--- src/rtl/ahb_print_master.sv ---
// AHB-lite master that drains a character FIFO into single-beat byte writes
// at a fixed print-buffer address, with wait-state and two-cycle ERROR handling.
module ahb_print_master #(
    parameter logic [31:0] TARGET_ADDR = 32'h5000_0000,
    parameter int          FIFO_DEPTH  = 16
) (
    input  logic                          HCLK,
    input  logic                          HRESET,
    input  logic                          in_valid,
    input  logic [7:0]                    in_data,
    output logic                          in_ready,
    input  logic                          enable,
    output logic [31:0]                   HADDR,
    output logic [1:0]                    HTRANS,
    output logic                          HWRITE,
    output logic [2:0]                    HSIZE,
    output logic [2:0]                    HBURST,
    output logic [3:0]                    HPROT,
    output logic [31:0]                   HWDATA,
    input  logic                          HREADY,
    input  logic                          HRESP,
    output logic                          busy,
    output logic [$clog2(FIFO_DEPTH):0]   fifo_level,
    output logic [7:0]                    err_count
);

    localparam int AW = $clog2(FIFO_DEPTH);

    logic [7:0]  mem_q [FIFO_DEPTH];
    logic [AW-1:0] wrPtr_q, wrPtr_d, rdPtr_q, rdPtr_d;
    logic [AW:0]   level_q, level_d;
    logic        aValid_q, aValid_d, dValid_q, dValid_d, aRetry_q, aRetry_d;
    logic [7:0]  aByte_q, aByte_d, dByte_q, dByte_d;
    logic [7:0]  errCnt_q, errCnt_d;
    logic        full, empty, push, pop, errFirst;

    assign full     = (level_q == (AW+1)'(FIFO_DEPTH));
    assign empty    = (level_q == '0);
    assign in_ready = !full && !HRESET;
    assign push     = in_valid && in_ready;
    assign pop      = HREADY && enable && !empty && !aRetry_q;
    assign errFirst = dValid_q && HRESP && !HREADY;

    assign HADDR      = TARGET_ADDR;
    assign HTRANS     = aValid_q ? 2'b10 : 2'b00;
    assign HWRITE     = 1'b1;
    assign HSIZE      = 3'b000;
    assign HBURST     = 3'b000;
    assign HPROT      = 4'b0011;
    assign HWDATA     = {4{dByte_q}};
    assign busy       = !empty || aValid_q || dValid_q || aRetry_q;
    assign fifo_level = level_q;
    assign err_count  = errCnt_q;

    always_ff @(posedge HCLK) begin
        if (push) mem_q[wrPtr_q] <= in_data;
    end

    always_comb begin
        wrPtr_d  = wrPtr_q;
        rdPtr_d  = rdPtr_q;
        level_d  = level_q;
        aValid_d = aValid_q;
        aByte_d  = aByte_q;
        dValid_d = dValid_q;
        dByte_d  = dByte_q;
        aRetry_d = aRetry_q;
        errCnt_d = errCnt_q;

        if (push) wrPtr_d = wrPtr_q + AW'(1);
        if (pop)  rdPtr_d = rdPtr_q + AW'(1);
        if (push && !pop)      level_d = level_q + (AW+1)'(1);
        else if (!push && pop) level_d = level_q - (AW+1)'(1);

        // The first ERROR cycle cancels the pending address phase so the bus
        // sees IDLE next; the cancelled byte is replayed once the error ends.
        if (errFirst) begin
            aRetry_d = aValid_q;
            aValid_d = 1'b0;
            if (errCnt_q != 8'hFF) errCnt_d = errCnt_q + 8'd1;
        end else if (HREADY) begin
            dValid_d = aValid_q;
            dByte_d  = aByte_q;
            if (aRetry_q) begin
                aValid_d = 1'b1;
                aRetry_d = 1'b0;
            end else begin
                aValid_d = pop;
                if (pop) aByte_d = mem_q[rdPtr_q];
            end
        end
    end

    always_ff @(posedge HCLK) begin
        if (HRESET) begin
            wrPtr_q  <= '0;
            rdPtr_q  <= '0;
            level_q  <= '0;
            aValid_q <= 1'b0;
            aByte_q  <= 8'h00;
            dValid_q <= 1'b0;
            dByte_q  <= 8'h00;
            aRetry_q <= 1'b0;
            errCnt_q <= 8'h00;
        end else begin
            wrPtr_q  <= wrPtr_d;
            rdPtr_q  <= rdPtr_d;
            level_q  <= level_d;
            aValid_q <= aValid_d;
            aByte_q  <= aByte_d;
            dValid_q <= dValid_d;
            dByte_q  <= dByte_d;
            aRetry_q <= aRetry_d;
            errCnt_q <= errCnt_d;
        end
    end

endmodule

--- config.mk ---
export PLATFORM = sky130hd
export DESIGN_NAME = ahb_print_master
export DESIGN_NICKNAME = d
export VERILOG_FILES = /design/src/rtl/ahb_print_master.sv
export SDC_FILE = /design/constraint.sdc
export NUM_CORES = 1
export LEC_CHECK = 0
export ABC_CLOCK_PERIOD_IN_PS = 3700
export BUFFER_PORTS_ARGS = -buffer_cell sky130_fd_sc_hd__buf_4
export CAP_MARGIN = 20
export CORE_MARGIN = 5
export CORE_UTILIZATION = 55
export CTS_BUF_LIST = sky130_fd_sc_hd__clkbuf_16
export CTS_CLUSTER_DIAMETER = 100
export DETAILED_ROUTE_END_ITERATION = 6
export PLACE_DENSITY = 0.86
export SYNTH_ARGS = -nofsm -noshare
export SYNTH_HDL_FRONTEND = slang
export SYNTH_SLANG_ARGS = --single-unit
--- constraint.sdc ---
create_clock -name HCLK -period 3.7 [get_ports HCLK]
set_clock_uncertainty 0.2 [all_clocks]
set_input_delay 0.37 -clock HCLK [delete_from_list [all_inputs] [get_ports HCLK]]
set_output_delay 0.37 -clock HCLK [all_outputs]
set_load 0.01 [all_outputs]
* Yosys cells after proc, flatten, opt, wreduce, memory -nomap -nowiden
Memory sizes are Yosys's and may differ from the RTL's. A register that Yosys moved wholly into a read port is not among the register bits. Cells that the tools add are included.
Storage, ports and cells: bits in registers 32, RAM bits 128, bits of input ports 14, output and inout bits 92, logic and storage cells 52, memories 1
Operators by class: add/sub/neg operators 5, eq/ne operators 2, multiplexer cells 8, bitwise gates (word level) 2, reduce and logical (&&, ||, !) cells 26
Memories:
- mem_q | words 16, bits a word 8, rd ports 1, clocked after memory_dff 1, wr ports 1, line 29 | logic [7:0] mem_q [FIFO_DEPTH];
Operator list (count):
- $mux 5 | 2
- $logic_and 1x1->1 | 9
- $add 4x1->4 const B | 2
- $add 8x1->8 const B | 1
- $ne 8x8->1 const B | 1
- $logic_not 1->1 | 7
- $add 5x1->5 const B | 1
- $eq 5x5->1 const B | 1
- $logic_not 5->1 | 1
- $mux 1 | 5
- $sub 5x1->5 const B | 1
- $reduce_and 2->1 | 2
- $reduce_and 4->1 | 1
- $reduce_bool 2->1 | 2
- $logic_or 1x1->1 | 3
- $mux 2 | 1
- $not 1->1 | 2
- $reduce_or 2->1 | 1

* Depth between registers and ports, before layout
word-level depth 8, gate-level depth with buffers 11, depth with buffers taken out 10

* Worst setup path after synthesis
No wires, ideal clock.
path kind register -> register, from register level_q[0], in the netlist fifo_level[0], to register level_q[4], in the netlist fifo_level[4], data arrival time 2.766 ns, setup slack 0.613 ns, cell stages (with the launch flop) 11, buffers on the path 1, clock period less this slack 3.087 ns, path through dfxtp_1 -> or4_4 -> o211a_1 -> buf_6 -> ha_1 -> inv_1 -> ha_1 -> a21o_1 -> a21oi_1 -> mux2i_1 -> mux2_2
Between the ends: longest elaborated chain between the ends 7
RTL lines:
- from (decl) | line 31 | logic [AW:0] level_q, level_d;
- from (signal assigned) | line 108 | level_q <= level_d;
- $eq 5x5->1 (*) | line 37 | assign full = (level_q == (AW+1)'(FIFO_DEPTH));
- $logic_not 1->1 (*) | line 39 | assign in_ready = !full && !HRESET;
- $logic_and 1x1->1 (*) | line 39
- $logic_and 1x1->1 (*) | line 40 | assign push = in_valid && in_ready;
- net push | line 35 | logic full, empty, push, pop, errFirst;
- $logic_not 1->1 | line 73 | else if (!push && pop) level_d = level_q - (AW+1)'(1);
- $logic_and 1x1->1 | line 73
- $reduce_bool 2->1 (no source line)
Mark *: on every way through the listed nets, which the timed path passes. The rest lies on a longest branch. The select of a mux whose other input is x is not followed. A chain may end at the register's enable or synchronous reset.

* Worst setup path after layout
from register level_q[0], in the netlist fifo_level[0], to register level_q[4], in the netlist fifo_level[4]
Between the ends: longest elaborated chain between the ends 7
RTL lines:
- parallel branches: the longest is 7 deep, another holds $sub 5x1->5
Several ways; the timed one is not identified. The select of a mux whose other input is x is not followed.

==> results.md <==
* Run status: finished clean
* Setup crit start kind: flip-flop
* H-tree Lvls at 4
* Syn Inst Count at 519
* Routed via count at 4,246
* Ant diodes at 0
* Warnings from Yosys at 0
* First-pass GRT wire length at 22,700 um
* Synthesis-stage register bit count at 168
* Std-Cell Rows at 42
* Lkg Pwr at 2.93 nW
* Post-Route WL at 14,500 um
* Period minus WS final at 3.36 ns
* Largest net degree at the start of global routing at 35
* EDFF count, synth at 128
* Critical path class: reg2reg
* GRT overflow at 0
* Root Driver: clkbuf_16
* Final period util at 0.907
* Core Box Area at 13,100 um2
* Initial cell density of the core at 0.556
* Slowest stage delay, CP at 0.51 ns
* Sw Share at 0.260
* Post-CTS setup repair buffer count at 0
* Fmax at 298 MHz
* DRT Pass-1 Iters at 5
* DP HPWL at 9820 um
* Async SR Flop Fraction at 0
* Commonest non-fill, non-tap cell in the layout: edfxtp_1
* Slew Limit Fails at 0
* Clock Pin Slew Worst Setup and Hold Paths at 0.06 ns
* Crit path top cell by count: inv_1
* Max-Cap Viols at 0
* Synth Flop Type: edfxtp_1
* GRT Util Overall at 0.190
* Setup WS post-layout at 0.344 ns
* Drc violations at 0
* Max VDD drop at 0.398 mV
* Worst path bufs/invs at 2
* Most frequent cells in the layout: 128 x edfxtp_1, 68 x buf_4, 45 x mux2i_1
* Pwr dens at 567 nW/um2
* Post-synthesis area per instance at 14.1 um2
* I/O pin cnt at 106
* Final net count at 579
* Crit-path slowest cell: nor4_1
* Least-Margin Pin Slew at 0.818 ns
* Initial antenna violation count at 0
* Max clock buf depth at 2
* Vias in the first global route at 4,048
* Netlist cell types at 46
* Die width at 125 um
* DR iter-0 viols at 363
* Wirelength per Cell at 19.5 um
* Routability cong. at 0.872
* Top sig layer: met4
* Worst min path class: in2reg
* Seq/Total Area, Yosys at 0.636
* Routed wl met2 at 6880 um
* Port buffer count at 61
* CP required at 3.81 ns
* CTS Sinks at 168
* Hold Vio Cnt, Final at 0
* Die ar. at 15,700 um2
* Critical Path, Cell by Cell: nor4_1, a21boi_1, inv_1, ha_1, inv_1, fa_1, a21o_1, a21oi_1, mux2i_1, mux2_2
* # resized after CTS at 0
* Combinational power share at 0.162
* Worst-path fanout max at 11
* Synthesized area at 7300 um2
* Total negative slack at 0 ns
* Worst EP arrival at 3.47 ns
* Pre-CTS setup slack at 0.430 ns
* Final setup violation count at 0
* Share of layout cells above drive strength 1 at 0.215
* Register share of total power at 0.481
* Vias per cell at 5.71
* NetSw at 1.19 mW
* Die H at 125 um
* CTS buffer count at 17
* DR WL met3 at 1630 um
* Area growth from synthesis to layout at 11.0%
* Pint at 3.40 mW
* M1 wire length at 5700 um
* Worst path top cell family by delay: adder cells
* Clock share of power at 0.357
* Worst-skew pair later-pin latency at 0.43 ns
* RSZ-0062 raised after global routing: no
* Critical path capture point type: flip-flop
* Rel. slew slack at 0.453
* CTS Hold Bufs at 0
* Detail Route Antenna Nets at 0
* CTS tree: done
[cell usage after synthesis (3+ instances only)]
library cell  count  area share
and3b_1           3      0.0036
nand2_1          16      0.0082
dfxtp_1          40        0.11
buf_2             9      0.0062
or3_1             3      0.0026
buf_4            72       0.074
clkbuf_1         10      0.0051
o22ai_1          15       0.013
xnor2_1           3      0.0036
nand3b_1          3      0.0031
nand3_1           4      0.0027
edfxtp_1        128        0.53
mux2i_1          45       0.062
mux4_2           16       0.049
nor3_1            6      0.0041
or4_1             3      0.0031
o21ai_0          13      0.0089
a21oi_1          23       0.016
xor2_1            8      0.0096
inv_1             6      0.0031
nor2_1           41       0.021
a311oi_1          7      0.0084
buf_1             3      0.0015
ha_1             10       0.017
[logic make-up (layout without fill, tap and decap cells)]
group / count (synthesis) / after routing / synth area share
fa+ha+maj: 11 / 11 / 0.0199
compound gates: 70 / 70 / 0.0603
mux: 63 / 63 / 0.114
flops: 168 / 168 / 0.636
simple gates: 92 / 92 / 0.0619
other cells: 2 / 44 / 0.00103
buf+inv: 102 / 108 / 0.0931
xor+xnor: 11 / 11 / 0.0132
[worst paths after layout]
check / slack, ns / depth (start not counted) / to / startpoint
worst max-delay path: 0.34 / 10 / fifo_level[4] / fifo_level[0]
worst min-delay path: 0.06 / 1 / mem_q[11][2] / in_data[2]
worst min register to register: 0.30 / 2 / dByte_q[2] / aByte_q[2]
worst max register to register: 0.34 / 10 / fifo_level[4] / fifo_level[0]
[per-stage QoR]
stage | std cells | hold WS, ns | utilization | instance area [um2] | total power, mW
5_1_grt | 743 | 0.0623 | 0.617 | 8100 | 4.78
3_3_place_gp | 710 | 0.278 | 0.575 | 7550 | 2.94
6_report | 743 | 0.0616 | 0.617 | 8100 | 4.59
3_5_place_dp | 710 | 0.294 | 0.575 | 7550 | 2.97
4_1_cts | 742 | 0.0417 | 0.616 | 8100 | 4.61
2_1_floorplan | 561 | 0.258 | - | 7460 | 2.78
[area by class of cell]
| type | instances | area [um2] |
|---|---|---|
| Tap cell | 176 | 220 |
| Inverter | 6 | 22.5 |
| Timing Repair Buffer | 70 | 536 |
| Multi-Input combinational cell | 291 | 2130 |
| Fill cell | 944 | 5040 |
| Clock buffer | 18 | 450 |
| Sequential cell | 168 | 4650 |
| Clock inverter | 14 | 93.8 |
[metal layers]
layer	GRT usage	vias to the layer above
met3	0.0751	24
met5	0	-
met1	0.237	2100
li1	-	1895
met2	0.303	227
met4	0.0714	0
[registers in the layout, indices dropped and copies added, names as in the netlist]
signal	cells
err_count	8
wrPtr_q	4
rdPtr_q	4
aRetry_q	1
dByte_q	8
fifo_level	5
dValid_q	1
mem_q	128
aValid_q	1
aByte_q	8
[power by group through the flow]
stage / combinational, mW / sequential [mW] / clock (mW)
2_1_floorplan: 0.556 / 2.22 / 0
3_3_place_gp: 0.700 / 2.24 / 0
3_5_place_dp: 0.726 / 2.25 / 0
4_1_cts: 0.741 / 2.21 / 1.66
5_1_grt: 0.810 / 2.23 / 1.74
6_report: 0.743 / 2.21 / 1.64
Power figures use the tool's default switching activity.
